`src/rtl/fft_stream_adapter.sv`:
```
// Frames a host sample stream into N/2 paired beats for an FFT core and re-serialises its results.
// Beat 0 one cycle after the last input; first result offered on entry to DRAIN; host/sink stall via s_ready/m_ready.
module fft_stream_adapter #(
  parameter int N         = 32,
  parameter int word_size = 16
) (
  input  logic                   clk,
  input  logic                   reset,
  input  logic                   s_valid,
  input  logic [word_size*2-1:0] s_data,
  output logic                   s_ready,
  output logic                   fft_input_valid,
  output logic [word_size*2-1:0] fft_sample1,
  output logic [word_size*2-1:0] fft_sample2,
  output logic                   fft_receiver_ready,
  input  logic                   fft_output_valid,
  input  logic [word_size*2-1:0] fft_result1,
  input  logic [word_size*2-1:0] fft_result2,
  output logic                   m_valid,
  output logic [word_size*2-1:0] m_data,
  output logic                   m_last,
  input  logic                   m_ready,
  output logic                   busy,
  output logic                   proto_err
);
  localparam int KW = $clog2(N);
  localparam int JW = KW - 1;
  localparam int DW = word_size * 2;
  localparam logic [KW-1:0] K_LAST = KW'(N - 1);
  localparam logic [JW-1:0] J_LAST = JW'(N / 2 - 1);

  typedef enum logic [1:0] {FILL, SEND, WAIT, DRAIN} state_t;

  state_t        r_state;
  logic [DW-1:0] r_in  [N];
  logic [DW-1:0] r_out [N];
  logic [KW-1:0] r_k;
  logic [JW-1:0] r_j;
  logic          r_s_ready, r_fiv, r_rr, r_mv, r_ml, r_busy, r_perr;
  logic [DW-1:0] r_s1, r_s2, r_md;

  logic [KW-1:0] w_kn;
  logic [JW-1:0] w_jn;
  logic          w_s_fire, w_r_fire;

  assign w_kn     = r_k + KW'(1);
  assign w_jn     = r_j + JW'(1);
  assign w_s_fire = reset && (r_state == FILL) && s_valid && r_s_ready;
  assign w_r_fire = reset && (r_state == WAIT) && fft_output_valid;

  // Buffers are never reset: every entry is rewritten before it is read in a new frame.
  always_ff @(posedge clk) begin
    if (w_s_fire) r_in[r_k] <= s_data;
    if (w_r_fire) begin
      r_out[{r_j, 1'b0}] <= fft_result1;
      r_out[{r_j, 1'b1}] <= fft_result2;
    end
  end

  always_ff @(posedge clk) begin
    if (!reset) begin
      r_state   <= FILL;
      r_k       <= '0;
      r_j       <= '0;
      r_s_ready <= 1'b1;
      r_fiv     <= 1'b0;
      r_rr      <= 1'b0;
      r_mv      <= 1'b0;
      r_ml      <= 1'b0;
      r_busy    <= 1'b0;
      r_perr    <= 1'b0;
      r_s1      <= '0;
      r_s2      <= '0;
      r_md      <= '0;
    end else begin
      if (fft_output_valid && r_state != WAIT) r_perr <= 1'b1;
      case (r_state)
        FILL: if (w_s_fire) begin
          if (r_k == K_LAST) begin
            // Pair 0 is already buffered, so beat 0 goes out on the first SEND cycle.
            r_state   <= SEND;
            r_s_ready <= 1'b0;
            r_busy    <= 1'b1;
            r_k       <= '0;
            r_j       <= '0;
            r_fiv     <= 1'b1;
            r_s1      <= r_in[0];
            r_s2      <= r_in[1];
          end else begin
            r_k <= w_kn;
          end
        end
        SEND: begin
          if (r_j == J_LAST) begin
            r_state <= WAIT;
            r_fiv   <= 1'b0;
            r_rr    <= 1'b1;
            r_j     <= '0;
          end else begin
            r_j  <= w_jn;
            r_s1 <= r_in[{w_jn, 1'b0}];
            r_s2 <= r_in[{w_jn, 1'b1}];
          end
        end
        WAIT: if (fft_output_valid) begin
          if (r_j == J_LAST) begin
            r_state <= DRAIN;
            r_rr    <= 1'b0;
            r_j     <= '0;
            r_k     <= '0;
            r_mv    <= 1'b1;
            r_md    <= r_out[0];
            r_ml    <= 1'b0;
          end else begin
            r_j <= w_jn;
          end
        end
        DRAIN: if (m_ready) begin
          if (r_k == K_LAST) begin
            r_state   <= FILL;
            r_mv      <= 1'b0;
            r_ml      <= 1'b0;
            r_s_ready <= 1'b1;
            r_busy    <= 1'b0;
            r_k       <= '0;
          end else begin
            r_k  <= w_kn;
            r_md <= r_out[w_kn];
            r_ml <= (w_kn == K_LAST);
          end
        end
        default: r_state <= FILL;
      endcase
    end
  end

  assign s_ready            = r_s_ready;
  assign fft_input_valid    = r_fiv;
  assign fft_sample1        = r_s1;
  assign fft_sample2        = r_s2;
  assign fft_receiver_ready = r_rr;
  assign m_valid            = r_mv;
  assign m_data             = r_md;
  assign m_last             = r_ml;
  assign busy               = r_busy;
  assign proto_err          = r_perr;
endmodule

```
`config.mk`:
```
export PLATFORM = sky130hd
export DESIGN_NAME = fft_stream_adapter
export DESIGN_NICKNAME = d
export VERILOG_FILES = /design/src/rtl/fft_stream_adapter.sv
export SDC_FILE = /design/constraint.sdc
export NUM_CORES = 2
export LEC_CHECK = 0
export CELL_PAD_IN_SITES_DETAIL_PLACEMENT = 1
export CELL_PAD_IN_SITES_GLOBAL_PLACEMENT = 1
export CORE_MARGIN = 3
export CORE_UTILIZATION = 59
export CTS_CLUSTER_SIZE = 20
export DETAILED_ROUTE_END_ITERATION = 8
export PLACE_DENSITY = 0.86
export SETUP_SLACK_MARGIN = 0.3
export SLEW_MARGIN = 20
export SYNTH_ARGS = -nofsm -noshare
export SYNTH_HDL_FRONTEND = slang
export SYNTH_SLANG_ARGS = --single-unit
```
`constraint.sdc`:
```
create_clock -name clk -period 13 [get_ports clk]
set_input_delay 1.3 -clock clk [delete_from_list [all_inputs] [get_ports clk]]
set_output_delay 1.3 -clock clk [all_outputs]
set_load 0.02 [all_outputs]
```
=== Word-level counts from Yosys, hierarchy flattened ===
Memories as Yosys holds them, arrays and structs flattened.
Cells that the tools add are included.
Widths: inputs -> output; s select.

* Register bits: 114
* Memories kept: 2
* Output and inout bits: 103
* Logic and storage cells: 110
* Input bits: 101
* Bits in writable memories: 2048

{| class="wikitable"
|+ Memories
! memory !! words !! bits a word !! rd ports !! clocked after Yosys merged registers in !! write ports !! line !! text
|-
| r_in || 32 || 32 || 4 || 0 || 1 || 35 || <nowiki>logic [DW-1:0] r_in [N];</nowiki>
|-
| r_out || 32 || 32 || 2 || 0 || 2 || 36 || <nowiki>logic [DW-1:0] r_out [N];</nowiki>
|}

* Reduce and logical (&&, ||, !) cells: 23
* Add/sub/neg operators: 2
* Equal/unequal tests: 16
* Multiplexer cells: 54

{| class="wikitable"
|+ Operator list
! kind !! count
|-
| $mux 32 || 10
|-
| $pmux 32 s2 || 3
|-
| $mux 5 || 5
|-
| $reduce_and 4->1 || 5
|-
| $reduce_and 5->1 || 4
|-
| $mux 1 || 16
|-
| $mux 4 || 4
|-
| $ne 2x2->1 const B || 8
|-
| $pmux 5 s3 || 1
|-
| $mux 2 || 7
|-
| $pmux 1 s2 || 6
|-
| $pmux 4 s3 || 1
|-
| $eq 5x5->1 const B || 2
|-
| $pmux 2 s4 || 1
|-
| $reduce_bool 2->1 || 4
|-
| $reduce_and 7->1 || 1
|-
| $logic_and 1x1->1 || 6
|-
| $reduce_bool 3->1 || 2
|-
| $add 5x1->5 const B || 1
|-
| $add 4x1->4 const B || 1
|-
| $eq 2x2->1 const B || 2
|-
| $eq 4x4->1 const B || 1
|-
| $ne 2x1->1 const B || 2
|-
| $eq 2x1->1 const B || 1
|-
| $logic_not 2->1 || 1
|}

=== Logic depth before layout (Yosys ltp) ===
* Depth after elaboration: 6
* Mapped depth: 12
* Mapped depth without buffers: 8

=== Worst setup path after synthesis ===
OpenSTA, ideal clock, no wires.

* Path kind: input port to flip-flop
* Start: in reset
* End: mem r_out[6][0] in the netlist's numbering (enable)
* Path slack: 6.317 ns
* Arrival: 6.119 ns
* Stages: 4
* Path buffers: 1
* Data required time: 12.435 ns
* Setup time: 0.565 ns
* Cell sequence: buf_2 -> and3_1 -> nand2_1 -> nor3_1

{| class="wikitable"
|+ RTL lines
! item !! line !! text
|-
| start: declaration || 8 || <nowiki>input logic reset,</nowiki>
|-
| end: declaration || 36 ||
|}

=== Worst setup path in the final report ===
* Start: reg r_j[0]
* End: reg r_s1[28] (netlist: fft_sample1[28])

* Word-level cells in the longest chain between the ends: 4
* Elaborated cells between the ends (all ways): 7
* Classes of those cells: add/sub: 1; eq/ne: 2; mux: 2; reduce/logical: 1; memory: 1

{| class="wikitable"
|+ Ends and longest elaborated chain
! item !! line !! text
|-
| start: declaration || 38 || <nowiki>logic [JW-1:0] r_j;</nowiki>
|-
| start signal: assignment || 100 || <nowiki>r_j <= w_jn;</nowiki>
|-
| start signal: assignment || 115 || <nowiki>r_j <= w_jn;</nowiki>
|-
| $add 4x1->4 || 47 || <nowiki>assign w_jn = r_j + JW'(1);</nowiki>
|-
| $mem_v2 32x32 || - ||
|-
| $mux 32 || 94 || <nowiki>if (r_j == J_LAST) begin</nowiki>
|-
| $pmux 32 s2 || 77 || <nowiki>case (r_state)</nowiki>
|-
| end signal: assignment || 87 || <nowiki>r_s1 <= r_in[0];</nowiki>
|-
| end signal: assignment || 101 || <nowiki>r_s1 <= r_in[{w_jn, 1'b0}];</nowiki>
|-
| end: declaration || 40 || <nowiki>logic [DW-1:0] r_s1, r_s2, r_md;</nowiki>
|}

Several ways; a longest one is shown, not always the timed one. The select of a mux whose other input is x is not followed.
A chain may end at the register's enable or synchronous reset.

==> results_dict.tcl <==
set metrics [dict create \
    syn_nets 3759 \
    gp_congestion 0.764 \
    cts-htree-levels 4 \
    slew_viol_final 0 \
    grt_pass1_wl_um 358000 \
    cts_tree "yes" \
    ios 204 \
    antenna_found_initial 25 \
    fin_skew_ps 64.4 \
    async_flop_share 0 \
    postRouteAntennaNets 0 \
    area_growth_pct 13.8 \
    numClockSinks 2162 \
    grt_pass1_vias 45900 \
    max_slew_margin 0.198 \
    viasPerCell 7.93 \
    synthCells 3642 \
    final_util 0.677 \
    path_class "register to register" \
    finalHoldViolations 0 \
    rsz0062_at_grt "false" \
    worstReg2RegStart "r_j[0]" \
    synth_edf_count 2048 \
    via_count 46800 \
    drtIter0Drc 9876 \
    path_max_fanout 102 \
    track_usage 0.357 \
    startpoint "r_j[0]" \
    final_net_count 4031 \
    min_period_over_period 0.437 \
    ys_warn_count 0 \
    p_per_area_nw_per_um2 176 \
    cp-end-kind "register" \
    post_cts_buffers 0 \
    peakVddDrop_mv 0.158 \
    holdBufCountCts 0 \
    hpwlAfterDp_um 114000 \
    maxCapViolCount 0 \
    slowest_delay_ps 720 \
    root_buffer "clkbuf_16" \
    synth_top_area_frac 0.751 \
    start_util 0.595 \
    grt_max_degree 125 \
    clock_tree.buffer_depth 3 \
    clock.fmax_ghz 0.176 \
    hold_ws_ps 558 \
    drc 0 \
    yosys_register_bits 2162 \
    fin_tns_setup_ps 0 \
    yosysTopAreaCell "edfxtp_1" \
    worstHoldStart "fft_sample2[13]" \
    crit_required_ps 13660 \
    grt-ovfl-total 0 \
    status "completed" \
    stdcell_count 5903 \
    clk_pin_slew_worst_paths_ps 70 \
    syn_area_um2 81900 \
    dr.pass1.iters 8 \
    setup.worst_path.start_class "register" \
    total_leakage_power_nw 28.4 \
    rows 136 \
    wl_per_cell_um 46.4 \
    slowest_stage "buf_4" \
    seq_area_frac_synth 0.779 \
    min_path_type "register to register" \
    numPlacedInstances 5500 \
    drive_gt1_frac 0.274 \
    dieArea_um2 143000 \
    finalSetupViolCount 0 \
    cp.arrival_ps 6340 \
    clkLatencyLatePin_ps 880 \
    die_x_um 379 \
    cp_cell_sequence "buf_4, buf_12, buf_12, buf_6, buf_4, mux4_2, mux2_2, a222oi_1, a21oi_1" \
    core_area_um2 138000 \
    netlist_top_cells_area "edfxtp_1 75%, mux4_2 14%, dfxtp_1 2.8%" \
    fp.dieH_um 379 \
    cts_buffers 202 \
    avgSynthCellArea_um2 22.5 \
    ctsResizeCount 0 \
    critical-path-top-delay-family "buffers and inverters" \
    tightest_slew_ps 1200 \
    wirelength_um 274000 \
    synth_cell_type_count 44 \
    numPortBuffers 203 \
    synth_flop_cell "edfxtp_1" \
    critPathBufInv 5 \
    period_minus_slack_ps 5680 \
]
## final timing paths
path	slack [ps]	endpoint	cells past startpoint
worst max-delay path	7320	fft_sample1[28]	9
worst min-delay path	560	fft_sample2[13]	2
worst max register to register	7320	fft_sample1[28]	9
worst min register to register	560	fft_sample2[13]	2
## sequential cells by signal (all words and copies together) (netlist names)
signal,count
busy,1
m_valid,1
proto_err,1
r_k,5
fft_sample2,32
fft_input_valid,1
r_state,2
m_data,32
s_ready,1
r_j,4
r_out,1024
r_in,1024
fft_receiver_ready,1
fft_sample1,32
m_last,1
## layout by cell type, fill, tap and decap left out, drive strengths merged, types with 20 or more instances in the layout
| cell | instances |
|---|---|
| a211oi | 32 |
| a21oi | 73 |
| a221oi | 33 |
| a222oi | 64 |
| a22o | 32 |
| a22oi | 65 |
| and3 | 35 |
| buf | 118 |
| bufinv | 20 |
| clkbuf | 274 |
| clkdlybuf4s50 | 175 |
| clkinv | 77 |
| dfxtp | 114 |
| diode | 21 |
| edfxtp | 2048 |
| mux2 | 128 |
| mux4 | 512 |
| nand2 | 20 |
| nor2 | 53 |
| o21ai | 73 |
| o221ai | 32 |
## through the flow
step | instance area [um^2] | setup WS [ps] | power, mW
2_1_floorplan | 81900 | 6320 | 9.25
3_3_place_gp | 86400 | 7350 | 9.86
3_5_place_dp | 86400 | 7180 | 9.98
4_1_cts | 93200 | 6910 | 16.2
5_1_grt | 93200 | 6880 | 16.7
6_report | 93200 | 7320 | 16.4
## final cells by class
type | instances | area [um^2]
sequential | 2162 | 63800
fill | 10300 | 44500
antenna | 21 | 52.6
timing repair buffer | 294 | 2700
inverter | 11 | 41.3
clock inverter | 105 | 1290
multi-input combinational | 1243 | 17600
tap | 1794 | 2240
clock buffer | 273 | 5510
## kinds of logic after synthesis
logic type | share of synthesized area
xor gates and xnor gates | 0.000642
muxes | 0.159
buffers and inverters | 0.0119
DFF | 0.779
and+or+nand+nor | 0.0104
AOI/OAI and AO/OA | 0.0371
adders and majority gates | 0.00244
## power by group
part	switching, mW	total [mW]	internal, mW
sequential	0.141	7.85	7.71
combinational	1.28	2.21	0.929
clock	2.97	6.38	3.41
total	4.39	16.4	12.1
## metal layers
layer / global-route usage / vias to the layer above / part of all wire
met1: 0.481 / 24100 / 0.33
met4: 0.142 / 10 / 0.055
li1: - / 16200 / -
met2: 0.575 / 5468 / 0.49
met3: 0.0838 / 1027 / 0.13
met5: 0 / - / 0.00019
## cell usage after synthesis, types with 5 or more instances
cell / count
buf_1: 10
nor3_1: 6
nand2_1: 20
mux2_2: 128
o21ai_0: 73
a21oi_1: 73
nor2b_1: 8
or4_1: 5
buf_2: 59
a221oi_1: 33
a22o_1: 32
and2_1: 7
ha_1: 16
nand3_1: 5
clkbuf_1: 156
a211oi_1: 32
mux4_2: 512
edfxtp_1: 2048
o221ai_1: 32
dfxtp_1: 114
and3_1: 35
nand2b_1: 5
a222oi_1: 64
nor2_1: 53
inv_1: 11
a22oi_1: 65
## worst reg2reg max path, delay by kind of cell, from the launching register on
kind | cells | cell delay [ps]
buffers and inverters | 5 | 3200
muxes | 2 | 870
AOI/OAI and AO/OA | 2 | 740
DFF | 1 | 700
(Power assumes the default switching activity.)
